==> src/rtl/traffic_pkg.sv <==
// Shared definitions for the N-approach traffic light controller:
// lamp codes, controller states and default phase durations.
package traffic_pkg;

    typedef enum logic [1:0] {
        LAMP_GREEN  = 2'b00,
        LAMP_YELLOW = 2'b01,
        LAMP_RED    = 2'b10,
        LAMP_OFF    = 2'b11
    } lamp_t;

    typedef enum logic [1:0] {
        S_GREEN  = 2'd0,
        S_YELLOW = 2'd1,
        S_ALLRED = 2'd2,
        S_FLASH  = 2'd3
    } state_e;

    localparam int DEF_GREEN_CYC  = 8;
    localparam int DEF_YELLOW_CYC = 3;
    localparam int DEF_ALLRED_CYC = 2;
    localparam int DEF_FLASH_CYC  = 4;

endpackage

==> src/rtl/traffic_ctrl_n_if.sv <==
// Control and lamp bundle between an intersection supervisor (master)
// and the traffic_ctrl_n controller (slave).
interface traffic_ctrl_n_if #(
    parameter int N_DIR = 2
);
    localparam int DW = $clog2(N_DIR);

    logic                 en;
    logic [N_DIR-1:0]     ped_req;
    logic                 flash_mode;
    logic [2*N_DIR-1:0]   light;
    logic [N_DIR-1:0]     walk;
    logic [DW-1:0]        active_dir;
    logic                 flashing;

    modport master (
        output en, ped_req, flash_mode,
        input  light, walk, active_dir, flashing
    );

    modport slave (
        input  en, ped_req, flash_mode,
        output light, walk, active_dir, flashing
    );

endinterface

==> src/rtl/tl_phase_timer.sv <==
// Phase down-counter: load has priority, otherwise counts down on enabled
// ticks and parks at zero; o_zero flags the last tick of a phase.
module tl_phase_timer #(
    parameter int CNT_W = 8
) (
    input  logic             clk,
    input  logic             i_load,
    input  logic [CNT_W-1:0] i_load_val,
    input  logic             i_en,
    output logic             o_zero
);

    logic [CNT_W-1:0] r_cnt;

    always_ff @(posedge clk) begin
        if (i_load)
            r_cnt <= i_load_val;
        else if (i_en && (r_cnt != '0))
            r_cnt <= r_cnt - 1'b1;
    end

    assign o_zero = (r_cnt == '0);

endmodule

==> src/rtl/traffic_ctrl_n.sv <==
// Round-robin traffic light controller for N_DIR approaches with sticky
// pedestrian requests and a flashing fault/night mode; all outputs registered.
module traffic_ctrl_n
    import traffic_pkg::*;
#(
    parameter int N_DIR      = 2,
    parameter int CNT_W      = 8,
    parameter int GREEN_CYC  = DEF_GREEN_CYC,
    parameter int YELLOW_CYC = DEF_YELLOW_CYC,
    parameter int ALLRED_CYC = DEF_ALLRED_CYC,
    parameter int FLASH_CYC  = DEF_FLASH_CYC
) (
    input  logic             clk,
    input  logic             reset,
    traffic_ctrl_n_if.slave  bus
);

    localparam int DW = $clog2(N_DIR);

    localparam logic [1:0] ST_GREEN  = S_GREEN;
    localparam logic [1:0] ST_YELLOW = S_YELLOW;
    localparam logic [1:0] ST_ALLRED = S_ALLRED;
    localparam logic [1:0] ST_FLASH  = S_FLASH;

    logic [1:0]         r_state;
    logic [DW-1:0]      r_dir;
    logic               r_off;
    logic [N_DIR-1:0]   r_pend;
    logic [N_DIR-1:0]   r_walk;
    logic [2*N_DIR-1:0] r_light;
    logic               r_flashing;

    logic [1:0]         w_n_state;
    logic [DW-1:0]      w_n_dir;
    logic [DW-1:0]      w_dir_inc;
    logic               w_n_off;
    logic [N_DIR-1:0]   w_n_pend;
    logic [N_DIR-1:0]   w_n_walk;
    logic               w_load;
    logic [CNT_W-1:0]   w_load_val;
    logic               w_zero;

    function automatic logic [2*N_DIR-1:0] f_lamps(input logic [1:0] st,
                                                   input logic [DW-1:0] dir,
                                                   input logic off);
        logic [2*N_DIR-1:0] l;
        l = '0;
        for (int d = 0; d < N_DIR; d++) begin
            l[2*d +: 2] = LAMP_RED;
            if (DW'(d) == dir) begin
                if (st == ST_GREEN)
                    l[2*d +: 2] = LAMP_GREEN;
                else if (st == ST_YELLOW)
                    l[2*d +: 2] = LAMP_YELLOW;
            end
            if (st == ST_FLASH)
                l[2*d +: 2] = off ? LAMP_OFF : LAMP_RED;
        end
        return l;
    endfunction

    assign w_dir_inc = (r_dir == DW'(N_DIR - 1)) ? '0 : r_dir + 1'b1;

    // Transitions happen only on the last tick of a phase; everything else holds.
    always_comb begin
        w_n_state  = r_state;
        w_n_dir    = r_dir;
        w_n_off    = r_off;
        w_n_walk   = r_walk;
        w_n_pend   = r_pend | bus.ped_req;
        w_load     = 1'b0;
        w_load_val = CNT_W'(ALLRED_CYC - 1);
        if (bus.en && w_zero) begin
            w_load = 1'b1;
            case (r_state)
                ST_GREEN: begin
                    w_n_state  = ST_YELLOW;
                    w_n_walk   = '0;
                    w_load_val = CNT_W'(YELLOW_CYC - 1);
                end
                ST_YELLOW: begin
                    w_n_state  = ST_ALLRED;
                    w_load_val = CNT_W'(ALLRED_CYC - 1);
                end
                ST_ALLRED: begin
                    if (bus.flash_mode) begin
                        w_n_state  = ST_FLASH;
                        w_n_off    = 1'b0;
                        w_load_val = CNT_W'(FLASH_CYC - 1);
                    end else begin
                        w_n_state           = ST_GREEN;
                        w_n_dir             = w_dir_inc;
                        w_n_walk            = '0;
                        w_n_walk[w_dir_inc] = r_pend[w_dir_inc];
                        // A request on the entry edge itself is kept for the next green.
                        w_n_pend[w_dir_inc] = bus.ped_req[w_dir_inc];
                        w_load_val          = CNT_W'(GREEN_CYC - 1);
                    end
                end
                default: begin
                    if (bus.flash_mode) begin
                        w_n_off    = ~r_off;
                        w_load_val = CNT_W'(FLASH_CYC - 1);
                    end else begin
                        w_n_state  = ST_ALLRED;
                        w_load_val = CNT_W'(ALLRED_CYC - 1);
                    end
                end
            endcase
        end
    end

    tl_phase_timer #(
        .CNT_W (CNT_W)
    ) u_timer (
        .clk        (clk),
        .i_load     (reset | w_load),
        .i_load_val (reset ? CNT_W'(ALLRED_CYC - 1) : w_load_val),
        .i_en       (bus.en),
        .o_zero     (w_zero)
    );

    always_ff @(posedge clk) begin
        if (reset) begin
            r_state    <= ST_ALLRED;
            r_dir      <= DW'(N_DIR - 1);
            r_off      <= 1'b0;
            r_pend     <= '0;
            r_walk     <= '0;
            r_light    <= {N_DIR{LAMP_RED}};
            r_flashing <= 1'b0;
        end else begin
            r_state    <= w_n_state;
            r_dir      <= w_n_dir;
            r_off      <= w_n_off;
            r_pend     <= w_n_pend;
            r_walk     <= w_n_walk;
            r_light    <= f_lamps(w_n_state, w_n_dir, w_n_off);
            r_flashing <= (w_n_state == ST_FLASH);
        end
    end

    assign bus.light      = r_light;
    assign bus.walk       = r_walk;
    assign bus.active_dir = r_dir;
    assign bus.flashing   = r_flashing;

endmodule
==> src/flat_wrapper.sv <==
// flat-port wrapper written by rule: the top's interface ports become plain ports
module traffic_ctrl_n_flat import traffic_pkg::*;
#(
    parameter int N_DIR      = 2,
    parameter int CNT_W      = 8,
    parameter int GREEN_CYC  = DEF_GREEN_CYC,
    parameter int YELLOW_CYC = DEF_YELLOW_CYC,
    parameter int ALLRED_CYC = DEF_ALLRED_CYC,
    parameter int FLASH_CYC  = DEF_FLASH_CYC
)
  (clk, reset, bus_en, bus_ped_req, bus_flash_mode, bus_light, bus_walk, bus_active_dir, bus_flashing);
  traffic_ctrl_n_if #(.N_DIR(N_DIR)) bus_i ();
  input  logic clk;
  input  logic reset;
  input wire logic [$bits(bus_i.en)-1:0] bus_en;
  input wire logic [$bits(bus_i.ped_req)-1:0] bus_ped_req;
  input wire logic [$bits(bus_i.flash_mode)-1:0] bus_flash_mode;
  output wire logic [$bits(bus_i.light)-1:0] bus_light;
  output wire logic [$bits(bus_i.walk)-1:0] bus_walk;
  output wire logic [$bits(bus_i.active_dir)-1:0] bus_active_dir;
  output wire logic [$bits(bus_i.flashing)-1:0] bus_flashing;
  assign bus_i.en = bus_en;
  assign bus_i.ped_req = bus_ped_req;
  assign bus_i.flash_mode = bus_flash_mode;
  assign bus_light = bus_i.light;
  assign bus_walk = bus_i.walk;
  assign bus_active_dir = bus_i.active_dir;
  assign bus_flashing = bus_i.flashing;
  traffic_ctrl_n #(.N_DIR(N_DIR), .CNT_W(CNT_W), .GREEN_CYC(GREEN_CYC), .YELLOW_CYC(YELLOW_CYC), .ALLRED_CYC(ALLRED_CYC), .FLASH_CYC(FLASH_CYC)) u_core (.clk(clk), .reset(reset), .bus(bus_i));
endmodule
==> config.mk <==
export PLATFORM = sky130hd
export DESIGN_NAME = traffic_ctrl_n_flat
export DESIGN_NICKNAME = d
export VERILOG_FILES = /design/src/rtl/traffic_pkg.sv /design/src/rtl/traffic_ctrl_n_if.sv /design/src/rtl/tl_phase_timer.sv /design/src/rtl/traffic_ctrl_n.sv /design/src/flat_wrapper.sv
export SDC_FILE = /design/constraint.sdc
export NUM_CORES = 1
export LEC_CHECK = 0
export BUFFER_PORTS_ARGS = -buffer_cell sky130_fd_sc_hd__buf_4
export CORE_MARGIN = 2
export CORE_UTILIZATION = 38
export CTS_CLUSTER_SIZE = 28
export DETAILED_ROUTE_END_ITERATION = 8
export GPL_TIMING_DRIVEN = 1
export SKIP_CTS_REPAIR_TIMING = 1
export SLEW_MARGIN = 20
export SYNTH_ARGS = -nofsm -noshare
export SYNTH_HDL_FRONTEND = slang
export SYNTH_SLANG_ARGS = --single-unit
==> constraint.sdc <==
create_clock -name clk -period 3.3 [get_ports clk]
set_input_delay 0.495 -clock clk [delete_from_list [all_inputs] [get_ports clk]]
set_output_delay 0.495 -clock clk [all_outputs]
set_load 0.01 [all_outputs]
==> impl_metrics.env, run 1 <==
export IMPL_required_ns=3.36
export IMPL_mappedNetlistArea_um2=1050
export IMPL_skew_ns=0.00702
export IMPL_clk_pin_slew_worst_paths_ns=0.11
export IMPL_synth_area_leaders="dfxtp_1, edfxtp_1, mux2i_1, ha_1, nor2_1"
export IMPL_drc=0
export IMPL_status="completed"
export IMPL_fp_dieW_um=56.7
export IMPL_post_place_ws_ns=1.30
export IMPL_p_leak_nw=0.506
export IMPL_grt_pass1_wl_um=3570
export IMPL_wire_per_inst_um=13.2
export IMPL_design_area_um2=1210
export IMPL_setup_viol_count_final=0
export IMPL_cp_startpoint="u_core.u_timer.r_cnt[0]$_DFFE_PP_"
export IMPL_pin_count=14
export IMPL_netlist_area_leader_share_pct=24.7
export IMPL_antenna_cells=0
export IMPL_antenna_found_initial=0
export IMPL_cpMaxStageDelayCell="or4bb_1"
export IMPL_insertion_delay_ns=0.29
export IMPL_drive_gt1_share_pct=17.1
export IMPL_pwr_share_seq_pct=61.3
export IMPL_clockBufferDepth=2
export IMPL_ys_seq_area_share_pct=47.5
export IMPL_gp_congestion=0.725
export IMPL_fmax_mhz=496
export IMPL_synth_most_common_cell="dfxtp_1"
export IMPL_ant_nets=0
export IMPL_syn_nets=117
export IMPL_grt_pass1_vias=788
export IMPL_cts_tree="built"
export IMPL_clockRootBuffer="clkbuf_4"
export IMPL_syn_avg_cell_area_um2=9.75
export IMPL_slew_limit_headroom_pct=65.4
export IMPL_num_rows=19
export IMPL_power_share_clock_pct=23.4
export IMPL_cts_sinks=21
export IMPL_start_util_pct=39.2
export IMPL_syn_inst=108
export IMPL_tns_ns=0
export IMPL_drt_wl_total_um=2030
export IMPL_synth_largest_area_cell="dfxtp_1"
export IMPL_yosysWarnings=0
export IMPL_swShare_pct=26.4
export IMPL_firstDrtPassIters=4
export IMPL_die_h_um=56.7
export IMPL_grt_max_degree=22
export IMPL_hold_class="in2reg"
export IMPL_placed_area_um2=1180
export IMPL_setup_ws_ns=1.29
export IMPL_hold_viol=0
export IMPL_die_area_um2=3210
export IMPL_worstPathArrival_ns=2.07
export IMPL_r2r_start="u_core.u_timer.r_cnt[0]$_DFFE_PP_"
export IMPL_ir_drop_v=0.000234
export IMPL_switchingPower_mw=0.132
export IMPL_dpl_hpwl_um=1480
export IMPL_overflow=0
export IMPL_path_class="reg2reg"
export IMPL_fin_crit_sh_pct=61.1
export IMPL_slowest_delay_ns=0.47
export IMPL_post_route_min_period_ns=2.01
export IMPL_core_area_um2=2690
export IMPL_yosysUniqueCellTypes=33
export IMPL_numCtsBuffers=3
export IMPL_rsz0062_at_grt="no"
export IMPL_power_density_nw_per_um2=414
export IMPL_startpoint_type="flip-flop"
export IMPL_num_vias=817
export IMPL_nets=133
export IMPL_io_buffers=13
export IMPL_first_iter_violations=18
export IMPL_synthFlopType="dfxtp_1"
export IMPL_via_per_inst=5.31
export IMPL_max_cap_violations=0
export IMPL_drv_slew=0
export IMPL_areaGrowthSynthToFinish_pct=15.0
export IMPL_path_cells="inv_1 > ha_1 > or4bb_1 > nor2_2 > nand3_1 > a21o_1"
export IMPL_fin_util_pct=45.1
export IMPL_synth_edf_count=8
export IMPL_ys_async_sr_fraction_pct=0
export IMPL_n_fill_cell=273
export IMPL_ys_ff_latch=21
export IMPL_min_delay_start="bus_ped_req[1]"
export IMPL_htree_num_levels=1
export IMPL_p_int_mw=0.369
export IMPL_tightest_slew_ns=0.515
export IMPL_grt_usage_pct=14.5
export IMPL_crit_fanout=8
export IMPL_combinationalPowerShare_pct=15.2
export IMPL_synthTopCellsByCount="dfxtp_1, nor2_1, nand2_1"
export IMPL_cp_end_kind="flip-flop"
## cells in the final DEF, fill, tap and decap left out, types with 4 or more instances in the layout
| master | instances |
|---|---|
| inv_1 | 7 |
| nor3_1 | 5 |
| nand3_1 | 5 |
| mux2i_1 | 4 |
| xnor2_1 | 4 |
| edfxtp_1 | 8 |
| dfxtp_1 | 13 |
| nand2_1 | 9 |
| buf_4 | 14 |
| nor2_1 | 10 |
| a21oi_1 | 5 |
## worst max-delay path, delay by kind of cell, from the launching register on
family | cells | cell delay (ns)
AND/OR/NAND/NOR | 3 | 0.90
AO/OA/AOI/OAI | 1 | 0.20
buffers and inverters | 1 | 0.10
flip-flops | 1 | 0.43
adder cells (fa/ha/maj) | 1 | 0.16
## final timing paths
check | to | slack [ns] | cells past startpoint
hold reg to reg | u_core.bus.walk[0]$_SDFFE_PP0P_ | 0.46 | 2
setup reg to reg | u_core.u_timer.r_cnt[0]$_DFFE_PP_ | 1.29 | 6
setup / recovery | u_core.u_timer.r_cnt[0]$_DFFE_PP_ | 1.29 | 6
hold / removal | u_core.r_pend[1]$_SDFF_PP0_ | 0.40 | 3
## routing by layer
metal / track usage [%] / vias up / part of all wire [%]
met4: 8.16 / 0 / 1.5
li1: - / 423 / -
met5: 0 / - / 0
met3: 3.23 / 4 / 3.7
met2: 20.4 / 14 / 44
met1: 20.2 / 376 / 50
## cell type report
class                      count  area (um^2)  share of cell area (%)
sequential                    21          500                    41.3
timing repair buffer          14          105                    8.68
tap                           31         38.8                    3.20
clock buffer                   4         26.3                    2.17
multi-input combinational     77          514                    42.5
inverter                       7         26.3                    2.17
## power groups by stage
stage | registers (mW) | logic [mW] | clock network (mW)
final | 0.308 | 0.0763 | 0.118
after floorplan | 0.308 | 0.0565 | 0
after detailed placement | 0.313 | 0.0747 | 0
after CTS | 0.307 | 0.0758 | 0.129
after global routing | 0.309 | 0.0861 | 0.141
after global placement | 0.312 | 0.0755 | 0
## registers in the layout, indices dropped and copies added, names as in the netlist
register               count
u_core.u_timer.r_cnt       8
u_core.bus.light           4
u_core.bus.walk            2
u_core.r_pend              2
u_core.r_state             2
u_core.bus.active_dir      1
u_core.bus.flashing        1
u_core.r_off               1
## metrics by stage
stage               power, mW  hold slack, ns  std cells
floorplan               0.365           0.444        108
global placement        0.387           0.442        150
detailed placement      0.388           0.449        150
CTS                     0.511           0.391        154
global route            0.536           0.386        154
finish                  0.501           0.404        154
## cell families (layout without fill, tap and decap cells)
logic type      count (synthesis)  in the layout  share of synthesized area (%)
buf+inv                        10             25                           3.68
compound gates                 19             19                           11.9
mux                             4              4                           3.80
xor+xnor                        6              6                           4.99
simple gates                   45             45                           24.6
fa+ha+maj                       3              3                           3.56
flops                          21             21                           47.5
Note: power is estimated with default switching activity, not from simulation.
==> inputs of run 2 (changes only) <==
==> constraint.sdc (replaced) <==
create_clock -name clk -period 1.8 [get_ports clk]
set_input_delay 0.27 -clock clk [delete_from_list [all_inputs] [get_ports clk]]
set_output_delay 0.27 -clock clk [all_outputs]
set_load 0.01 [all_outputs]
==> run 2 against run 1 <==
  * The flow now finishes with violations (setup timing)
  * Flip-flop and latch count did not move
  * Clock power increased by 99%
  * Register-to-register slack worse by 1.3 ns
  * Largest cell class unchanged
==> impl_metrics.env, run 2 (synthesis results as in run 1) <==
export IMPL_status="finished, violations left"
export IMPL_violations="setup timing"
export IMPL_p_leak_nw=0.611
export IMPL_tightest_slew_ns=0.447
export IMPL_met1Wirelength_um=1090
export IMPL_drv_slew=0
export IMPL_layout_common_cells="buf_4, dfxtp_1, nor2_1"
export IMPL_overflow=0
export IMPL_io_buffers=13
export IMPL_setup_ws_ns=-0.0363
export IMPL_slew_limit_headroom_pct=70.0
export IMPL_path_class="reg2reg"
export IMPL_antenna_found_initial=0
export IMPL_skew_ns=0.00111
export IMPL_p_total_mw=1.02
export IMPL_crit_fanout=5
export IMPL_num_rows=19
export IMPL_hold_viol=0
export IMPL_endpoint="u_core.u_timer.r_cnt[0]$_DFFE_PP_"
export IMPL_post_place_ws_ns=-0.116
export IMPL_largest_register="u_core.u_timer.r_cnt"
export IMPL_hold_class="in2reg"
export IMPL_fin_crit_sh_pct=102
export IMPL_whs_ns=0.155
export IMPL_cp_startpoint="u_core.u_timer.r_cnt[0]$_DFFE_PP_"
export IMPL_nets=151
export IMPL_fin_util_pct=52.7
export IMPL_areaGrowthSynthToFinish_pct=34.4
export IMPL_reg2reg_depth=6
export IMPL_drc=0
export IMPL_firstDrtPassIters=4
export IMPL_grt_usage_pct=17.4
export IMPL_required_ns=1.88
export IMPL_dpl_hpwl_um=1870
export IMPL_cts_sinks=21
export IMPL_wire_per_inst_um=14.9
export IMPL_drive_gt1_share_pct=36.9
export IMPL_insertion_delay_ns=0.31
export IMPL_cts_tree="built"
export IMPL_setup_viol_count_final=6
export IMPL_core_area_um2=2690
export IMPL_ant_nets=0
export IMPL_cp_end_kind="flip-flop"
export IMPL_post_route_min_period_ns=1.84
export IMPL_rsz0062_at_grt="yes"
export IMPL_n_fill_cell=256
export IMPL_grt_pass1_vias=938
export IMPL_r2r_end="u_core.u_timer.r_cnt[0]$_DFFE_PP_"
export IMPL_worstPathArrival_ns=1.92
export IMPL_grt_pass1_wl_um=4240
export IMPL_via_per_inst=5.45
export IMPL_die_h_um=56.7
export IMPL_htree_num_levels=1
export IMPL_ir_drop_v=0.000481
export IMPL_r2r_start="u_core.u_timer.r_cnt[0]$_DFFE_PP_"
export IMPL_antenna_cells=0
export IMPL_clockRootBuffer="clkbuf_4"
export IMPL_routed_top_layer="met4"
export IMPL_largest_reg_flops=8
export IMPL_fp_dieW_um=56.7
export IMPL_first_iter_violations=30
export IMPL_reg2reg_setup_slack_ns=-0.04
export IMPL_numCtsBuffers=3
export IMPL_power_density_nw_per_um2=721
export IMPL_final_common_cell="buf_4"
export IMPL_startpoint_type="flip-flop"
export IMPL_clockBufferDepth=2
export IMPL_die_area_um2=3210
export IMPL_start_util_pct=39.2
export IMPL_drt_wl_total_um=2570
export IMPL_max_cap_violations=0
export IMPL_wl_met3_um=104
export IMPL_pin_count=14
export IMPL_gp_congestion=0.807
export IMPL_clk_pin_slew_worst_paths_ns=0.12
export IMPL_grt_max_degree=22
export IMPL_fmax_mhz=545
export IMPL_num_vias=938
export IMPL_wl_met2_um=1330
==> run 2: cell count changes in the layout (fill, tap and decap cells not counted), moves of 2 or more <==
| cell | delta |
|---|---|
| inv_2 | +2 |
| nand3_1 | -2 |
| inv_1 | -2 |
| buf_4 | +18 |
| nand3_2 | +2 |
==> run 2: worst min path at each step <==
stage                                                from                         endpoint  cells past startpoint
final                                      bus_ped_req[0]      u_core.r_pend[0]$_SDFF_PP0_                      3
after global routing                       bus_ped_req[0]      u_core.r_pend[0]$_SDFF_PP0_                      3
after CTS                                  bus_ped_req[0]      u_core.r_pend[0]$_SDFF_PP0_                      3
after detailed placement  u_core.bus.walk[0]$_SDFFE_PP0P_  u_core.bus.walk[0]$_SDFFE_PP0P_                      2
after global placement    u_core.bus.walk[0]$_SDFFE_PP0P_  u_core.bus.walk[0]$_SDFFE_PP0P_                      2
after floorplan                            bus_ped_req[0]      u_core.r_pend[0]$_SDFF_PP0_                      2
==> run 2: layer usage <==
metal / GRT usage, % / vias up
met5: 0 / -
met4: 9.18 / 0
met3: 2.30 / 4
met2: 30.6 / 21
met1: 20.4 / 457
li1: - / 456
==> run 2: report_power, final <==
part           switching (mW)  internal (mW)
clock                   0.152         0.0830
combinational           0.120          0.118
sequential             0.0212          0.527
total                   0.294          0.728
==> run 2: worst max-delay path, cell delays in order, from the launching register on <==
cell and delay [ns]:
edfxtp_1 0.43, inv_2 0.10, ha_4 0.13, or4bb_4 0.50, nor2_4 0.18, nand3_2 0.09, a21o_1 0.17
==> run 2: stage by stage <==
stage	instances	instance area [um^2]	setup TNS [ns]
2_1_floorplan	108	1060	0
4_1_cts	169	1330	-0.705
3_3_place_gp	165	1300	-0.0787
3_5_place_dp	165	1300	-0.533
5_1_grt	172	1420	-0.581
6_report	172	1420	-0.126
==> run 2: final cells by class <==
| type | instances | area (um^2) | area share (%) |
|---|---|---|---|
| Sequential cell | 21 | 500 | 35.3 |
| Clock buffer | 3 | 22.5 | 1.59 |
| Tap cell | 31 | 38.8 | 2.74 |
| Timing Repair Buffer | 32 | 240 | 17.0 |
| Multi-Input combinational cell | 77 | 583 | 41.2 |
| Inverter | 7 | 26.3 | 1.86 |
| Clock inverter | 1 | 5.00 | 0.353 |
